$ cat config.mk
export PLATFORM = sky130hd
export DESIGN_NAME = mem_bus_ctrl
export DESIGN_NICKNAME = d
export VERILOG_FILES = /design/src/rtl/mem_bus_ctrl_pkg.sv /design/src/rtl/mem_bus_ctrl_timer.sv /design/src/rtl/mem_bus_ctrl.sv
export SDC_FILE = /design/constraint.sdc
export NUM_CORES = 1
export LEC_CHECK = 0
export ABC_AREA = 1
export CORE_ASPECT_RATIO = 0.5
export CORE_UTILIZATION = 40
export DETAILED_ROUTE_END_ITERATION = 10
export DONT_BUFFER_PORTS = 1
export PLACE_DENSITY_LB_ADDON = 0.05
export SLEW_MARGIN = 20
export SYNTH_ARGS = -nofsm -noshare
export SYNTH_HDL_FRONTEND = slang
export SYNTH_SLANG_ARGS = --single-unit
export TNS_END_PERCENT = 30
$ cat constraint.sdc
create_clock -name Clock -period 1.7 [get_ports Clock]
set_input_delay 0.255 -clock Clock [delete_from_list [all_inputs] [get_ports Clock]]
set_output_delay 0.255 -clock Clock [all_outputs]
set_load 0.01 [all_outputs]
$ cat src/rtl/mem_bus_ctrl_pkg.sv
// Shared bus definitions: FSM states, peripheral addresses, TCTRL bit layout
// and the address-region decode used by the bus controller.
package mem_bus_ctrl_pkg;

  typedef enum logic [1:0] {IDLE, ADDR, READ, WRITE} busState_t;

  typedef enum logic [2:0] {
    REG_RAM, REG_SWITCH, REG_LED, REG_TCOUNT, REG_TCTRL, REG_RSVD
  } region_t;

  localparam logic [15:0] ADDR_SWITCH = 16'hFFFC;
  localparam logic [15:0] ADDR_LED    = 16'hFFFD;
  localparam logic [15:0] ADDR_TCOUNT = 16'hFFFE;
  localparam logic [15:0] ADDR_TCTRL  = 16'hFFFF;

  localparam int TCTRL_EN  = 0;
  localparam int TCTRL_OVF = 1;
  localparam int TCTRL_IE  = 2;

  // RAM takes precedence so a large RAM_TOP simply shadows the peripherals.
  function automatic region_t decodeRegion(input logic [15:0] addr, input logic [15:0] ramTop);
    if (addr <= ramTop)            return REG_RAM;
    else if (addr == ADDR_SWITCH)  return REG_SWITCH;
    else if (addr == ADDR_LED)     return REG_LED;
    else if (addr == ADDR_TCOUNT)  return REG_TCOUNT;
    else if (addr == ADDR_TCTRL)   return REG_TCTRL;
    else                           return REG_RSVD;
  endfunction

endpackage

$ cat src/rtl/mem_bus_ctrl_timer.sv
// Prescaled 16-bit timer with enable, sticky overflow flag (W1C) and
// interrupt enable; Irq is a pure AND of two flops.
module bus_timer
  import mem_bus_ctrl_pkg::*;
#(
  parameter int PRESCALE = 16
) (
  input  logic        Clock,
  input  logic        nReset,
  input  logic        countWr,
  input  logic        ctrlWr,
  input  logic [15:0] wrData,
  output logic [15:0] count,
  output logic [2:0]  ctrl,
  output logic        Irq
);

  localparam logic [7:0] PS_MAX = 8'(PRESCALE - 1);

  logic [7:0] prescaler;
  logic       enable;
  logic       ovf;
  logic       irqEn;
  logic       tick;
  logic       wrap;

  assign tick = enable && (prescaler == PS_MAX);
  // A count load pre-empts the tick, so it can never produce a wrap.
  assign wrap = tick && (count == 16'hFFFF) && !countWr;

  always_ff @(posedge Clock or negedge nReset) begin
    if (!nReset) begin
      count     <= '0;
      prescaler <= '0;
      enable    <= 1'b0;
      ovf       <= 1'b0;
      irqEn     <= 1'b0;
    end else begin
      if (countWr) begin
        count     <= wrData;
        prescaler <= '0;
      end else if (enable) begin
        if (tick) begin
          prescaler <= '0;
          count     <= count + 16'd1;
        end else begin
          prescaler <= prescaler + 8'd1;
        end
      end
      if (ctrlWr) begin
        enable <= wrData[TCTRL_EN];
        irqEn  <= wrData[TCTRL_IE];
      end
      if (wrap)
        ovf <= 1'b1;
      else if (ctrlWr && wrData[TCTRL_OVF])
        ovf <= 1'b0;
    end
  end

  assign ctrl = {irqEn, ovf, enable};
  assign Irq  = ovf & irqEn;

endmodule

$ cat src/rtl/mem_bus_ctrl.sv
// Memory bus controller: latches the address on ALE, drives the external RAM
// strobes and hosts the switch/LED/timer peripherals at the top of the map.
module mem_bus_ctrl
  import mem_bus_ctrl_pkg::*;
#(
  parameter logic [15:0] RAM_TOP  = 16'hBFFF,
  parameter int          PRESCALE = 16
) (
  input  logic        Clock,
  input  logic        nReset,
  input  logic        ALE,
  input  logic        nME,
  input  logic        nOE,
  input  logic        nWE,
  input  logic [15:0] SysBusOut,
  output logic [15:0] SysBusIn,
  output logic [15:0] RamAddr,
  output logic [15:0] RamWData,
  input  logic [15:0] RamRData,
  output logic        nRamCS,
  output logic        nRamOE,
  output logic        nRamWE,
  input  logic [7:0]  Switches,
  output logic [7:0]  Leds,
  output logic        Irq,
  output logic        BusErr
);

  busState_t   state, nextState;
  logic [15:0] addrReg;
  logic [7:0]  swSync1, swSync2;
  region_t     region;
  logic        writeCommit;
  logic [15:0] tCount;
  logic [2:0]  tCtrl;

  always_ff @(posedge Clock or negedge nReset) begin
    if (!nReset) begin
      state   <= IDLE;
      addrReg <= '0;
      BusErr  <= 1'b0;
      Leds    <= '0;
      swSync1 <= '0;
      swSync2 <= '0;
    end else begin
      state   <= nextState;
      swSync1 <= Switches;
      swSync2 <= swSync1;
      if (ALE)
        addrReg <= SysBusOut;
      if (state == IDLE && !nME)
        BusErr <= 1'b1;
      if (writeCommit && region == REG_LED)
        Leds <= SysBusOut[7:0];
    end
  end

  always_comb begin
    nextState = state;
    if (ALE) begin
      nextState = ADDR;
    end else begin
      case (state)
        ADDR: begin
          if (!nME && !nWE)      nextState = WRITE;
          else if (!nME && !nOE) nextState = READ;
        end
        READ: begin
          if (nME)       nextState = IDLE;
          else if (!nWE) nextState = WRITE;
        end
        WRITE: begin
          if (nME) nextState = IDLE;
        end
        default: nextState = state;
      endcase
    end
  end

  // Peripheral writes fire only on the edge that enters WRITE, so a long
  // nWE pulse still commits exactly once.
  assign writeCommit = (nextState == WRITE) && (state != WRITE);

  assign region   = decodeRegion(addrReg, RAM_TOP);
  assign RamAddr  = addrReg;
  assign RamWData = SysBusOut;
  assign nRamCS   = !((state != IDLE) && !nME && (region == REG_RAM));
  assign nRamOE   = nOE | nRamCS;
  assign nRamWE   = nWE | nRamCS;

  always_comb begin
    SysBusIn = 16'h0000;
    case (region)
      REG_RAM:    SysBusIn = RamRData;
      REG_SWITCH: SysBusIn = {8'h00, swSync2};
      REG_LED:    SysBusIn = {8'h00, Leds};
      REG_TCOUNT: SysBusIn = tCount;
      REG_TCTRL:  SysBusIn = {13'h0000, tCtrl};
      default:    SysBusIn = 16'h0000;
    endcase
  end

  bus_timer #(.PRESCALE(PRESCALE)) uTimer (
    .Clock   (Clock),
    .nReset  (nReset),
    .countWr (writeCommit && region == REG_TCOUNT),
    .ctrlWr  (writeCommit && region == REG_TCTRL),
    .wrData  (SysBusOut),
    .count   (tCount),
    .ctrl    (tCtrl),
    .Irq     (Irq)
  );

endmodule

# Word-level counts from Yosys, hierarchy flattened
# Cells that the tools add are included.
# totals
ff_bits,70
inputBits,46
out_inout_bits,61
# op_classes
n_addsub,2
n_lt_le_gt_ge,1
n_eq_ne,15
muxes,21
bitwise_logic,3
n_reduce_logical,25
# op_table
op,n
$eq 16x16->1 const B,5
$pmux 16 s5,1
$mux 16,3
$mux 8,3
$add 16x1->16 const B,1
$le 16x16->1 const B,1
$logic_and 1x1->1,13
$mux 2,6
$mux 3,4
$add 8x1->8 const B,1
$eq 8x4->1 const B,1
$reduce_bool 2->1,4
$eq 2x2->1 const B,3
$eq 3x2->1 const B,2
$pmux 2 s3,1
$logic_not 1->1,5
$eq 3x1->1 const B,1
$eq 3x3->1 const B,1
$logic_not 3->1,1
$mux 1,3
$eq 2x1->1 const B,1
$logic_not 2->1,1
$ne 2x2->1 const B,1
$or 1x1->1,2
other kinds (2),2

# Depth between registers and ports, before layout
# logic_depth
ltp_word,12
ltp_mapped,11
ltp_nobuf,11

# Cells and area by module
# From an unflattened synthesis, not the netlist that was laid out.
# hier_totals
hier_cells,497
hier_area_um2,3968.8
# modules_own_cells
module,instances,cells_per_inst,area_per_inst_um2,seq_area_each_um2
mem_bus_ctrl,1,248,2233.4,1076.0
bus_timer,1,249,1735.4,675.6

# Worst setup path before layout
# No wires, ideal clock.
# synth_timing
kind,reg-to-output
startpoint,register addrReg[15] (netlist: RamAddr[15])
endpoint,output port SysBusIn[1]
arrival_time_ns,1.343
required_time_ns,1.445
setup_slack_ns,0.102
stages_incl_launch_ff,9
cell_sequence,dfrtp_1 -> nand2_2 -> nor2_4 -> nand2_4 -> nor2_1 -> nand2_1 -> nand2_1 -> inv_1 -> nand4_1
# synth_via
elab_chain_len,8
# synth_rtl
item,line,text
start: declaration,mem_bus_ctrl.sv:30,logic [15:0] addrReg;
start signal: assignment,mem_bus_ctrl.sv:50,addrReg <= SysBusOut;
$eq 16x16->1,mem_bus_ctrl_pkg.sv:26,else if (addr == ADDR_TCTRL) return REG_TCTRL;
$mux 1,mem_bus_ctrl_pkg.sv:26,
$mux 3,mem_bus_ctrl_pkg.sv:25,else if (addr == ADDR_TCOUNT) return REG_TCOUNT;
$mux 3,mem_bus_ctrl_pkg.sv:24,else if (addr == ADDR_LED) return REG_LED;
$mux 3,mem_bus_ctrl_pkg.sv:23,else if (addr == ADDR_SWITCH) return REG_SWITCH;
$mux 3 *,mem_bus_ctrl_pkg.sv:22,if (addr <= ramTop) return REG_RAM;
$eq 3x3->1 (tied with other cells),mem_bus_ctrl.sv:93,case (region)
$pmux 16 s5 *,mem_bus_ctrl.sv:93,
end: declaration,mem_bus_ctrl.sv:16,"output logic [15:0] SysBusIn,"
# Every way passes the cells marked *; elsewhere a longest branch is shown, timed or not.

# Worst setup path after layout
# layout_timing
startpoint,register addrReg[15] (netlist: RamAddr[15])
endpoint,output port SysBusIn[3]
# The elaborated chain is that of the path after synthesis.

==> impl_results.md <==
* Peak supply drop at 0.000431 V
* Critical Path End Type: primary output
* Yosys top cell area share at 0.448
* Clock transition at path regs at 0.06 ns
* CTS Sinks at 70
* Hold slack at -0.383 ns
* Worst R2R Start: RamAddr[15]
* Endpoints failing hold at 70
* Dpl ws at 0.0689 ns
* GR Overflow Total at 0
* Syn nets at 542
* Worst-Margin Slew at 0.381 ns
* CP max FO at 12
* CP startpoint kind: flip-flop
* Clk_lat worst skew at 0.33 ns
* Tot Pwr at 3980 uW
* # setup viols final at 16
* Top cells by area, synth: dfrtp_1, nand2_1, nand3_1
* Total wire length at 10900 um
* Floorplan Core Area at 0.00948 mm^2
* Post-Syn Area at 0.00391 mm^2
* Initial antenna violation count at 0
* CP Data Arrival Time at 1.67 ns
* GRT Util Overall at 0.226
* Drt initial violations at 221
* Vias at 3439
* Die X at 142 um
* Final GP Congestion at 0.859
* Port bufs at 0
* Critical Path RT at 1.44 ns
* Max-cap violations at 0
* Dominant cell type by area after synthesis: dfrtp_1
* Cts-stage hold buffer count at 8
* Share of cells above drive strength 1 at 0.208
* Antenna diodes at 0
* # IOs at 107
* Failing checks: hold timing, setup timing
* Sequential area share after synthesis at 0.448
* Tmin final at 1.92 ns
* TritonCTS buffer count at 9
* Yosys Warn Count at 0
* Outcome: finished with violations
* Period utilization at 1.13
* Post-synth ARST share at 1.00
* Global-route wire length before repair at 17200 um
* Most common library cells after synthesis: nand2_1, dfrtp_1, nand3_1
* Number of H-tree levels at 3
* Placed Area at 0.00427 mm^2
* Yosys reg bits at 70
* Drt wl/cell at 16.1 um
* Primary FF master, synth: dfrtp_1
* Post-Syn Area per Cell at 7.92 um^2
* Die height at 71.9 um
* Initial Util at 0.413
* Fin worst setup slack at -0.222 ns
* Maximum clock frequency at 520 MHz
* Cell area power density at 839 mW/mm^2
* Setup TNS at -3.22 ns
* WS Path Type: reg -> out
* Layout Nets at 583
* Worst rel slew slack at 0.745
* Count leader, synth: nand2_1
* Post-synth EDFFs at 0
* RSZ-0062 raised after global routing: yes
* Pins over their slew limit at 0
* Clock Root Buffer: clkbuf_16
* Detail Placement HPWL at 7900 um
* # DRC at 0
* Leak pwr at 0.00225 uW
* Flop2flop setup slack at 0.09 ns
* Largest net degree at the start of global routing at 71
* CTS max path bufs at 2
* Die area at 0.0102 mm^2
* Hold Crit Class: in -> async
* DRT Pass-1 Iters at 5
* Final ANT Viol Nets at 0
* Fin area at 0.00475 mm^2
* CP Launch Point: RamAddr[15]
* Final core occ at 0.501
* Max Clock Skew at 0.00792 ns
* Area Growth Syn to Fin at 21.4%
* Synth unique cells at 34
* Gate Count Post-Synth at 494
* Via-per-instance ratio at 5.10
* # rows at 25
* CTS tree: built
* Vias in the first global route at 3185
[routing by layer]
layer	vias up	GRT usage	share of wire
met3	8	0.0601	0.062
li1	1687	-	-
met2	99	0.317	0.42
met5	-	0	0
met1	1645	0.346	0.52
met4	0	0.0478	0.0054
[critical path: stages, from the launching register on]
cell and delay (ns):
dfrtp_1 0.36, nand2_2 0.10, nor2_4 0.13, nand2_4 0.10, nor2_8 0.15, buf_4 0.20
nand2_1 0.12, nand4_1 0.17
[layout by cell type (no fill, tap or decap), types with 4 or more instances in the layout]
cell type      synthesis  routed
mux2_2                14      14
xnor2_1                4       4
nor2_1                34      32
dfrtp_1               70      70
nand2_1              159     154
nand3_2                6       6
nand3_1               67      67
buf_4                 17      45
inv_1                 35      34
nand4_1               29      29
o21ai_0               12      11
clkbuf_16              0       9
nand2_2                1       6
dlygate4sd3_1          0       8
buf_12                 0       5
[kinds of logic (layout without fill, tap and decap cells)]
logic type               after synthesis  count (layout)  share of synthesized area
buffers and inverters                 69             114                     0.0899
flip-flops                            70              70                      0.448
AO/OA/AOI/OAI                         20              20                     0.0281
adder cells (fa/ha/maj)                2               2                    0.00639
XOR/XNOR                               7               7                     0.0157
AND/OR/NAND/NOR                      312             312                      0.372
multiplexers                          14              14                     0.0403
[metrics by stage]
step	cells	hold WS [ns]
floorplan	494	-0.0406
global placement	647	-0.0384
detailed placement	647	-0.0385
CTS	671	-0.393
global route	674	-0.398
finish	674	-0.383
[report_power, final]
| part | internal [uW] | leakage (uW) | switching (uW) |
|---|---|---|---|
| combinational | 180 | 0.00122 | 193 |
| clock | 1120 | 0.000137 | 723 |
| sequential | 1730 | 0.000891 | 33.9 |
| total | 3030 | 0.00225 | 950 |
[final cells by class]
cell class | instances | area [um^2]
clock inverter | 6 | 63.8
tap | 135 | 169
timing repair buffer | 60 | 541
multi-input combinational | 355 | 1840
sequential | 70 | 1750
fill | 935 | 4730
inverter | 39 | 156
clock buffer | 9 | 225
[sequential cells by signal, indices dropped and copies added, names as in the netlist]
name	flops
uTimer.enable	1
uTimer.count	16
swSync1	8
BusErr	1
state	2
Leds	8
uTimer.prescaler	8
uTimer.ovf	1
RamAddr	16
uTimer.irqEn	1
swSync2	8
[final timing paths]
check,endpoint,cells past startpoint
worst min-delay path,uTimer.prescaler[5],0
worst min register to register,swSync2[3],0
min in group Clock,BusErr,1
worst max-delay path,SysBusIn[3],7
max in group asynchronous,swSync1[3],0
worst max register to register,uTimer.ovf,9
[timing repair]
action | 4_1_cts | 5_1_grt
setup buffers | 1 | 3
setup endpoints to repair | 17 | 17
resized for setup | 6 | 15
hold endpoints to repair | 78 | 70
pin swaps | 3 | 10
(Power assumes the default switching activity.)
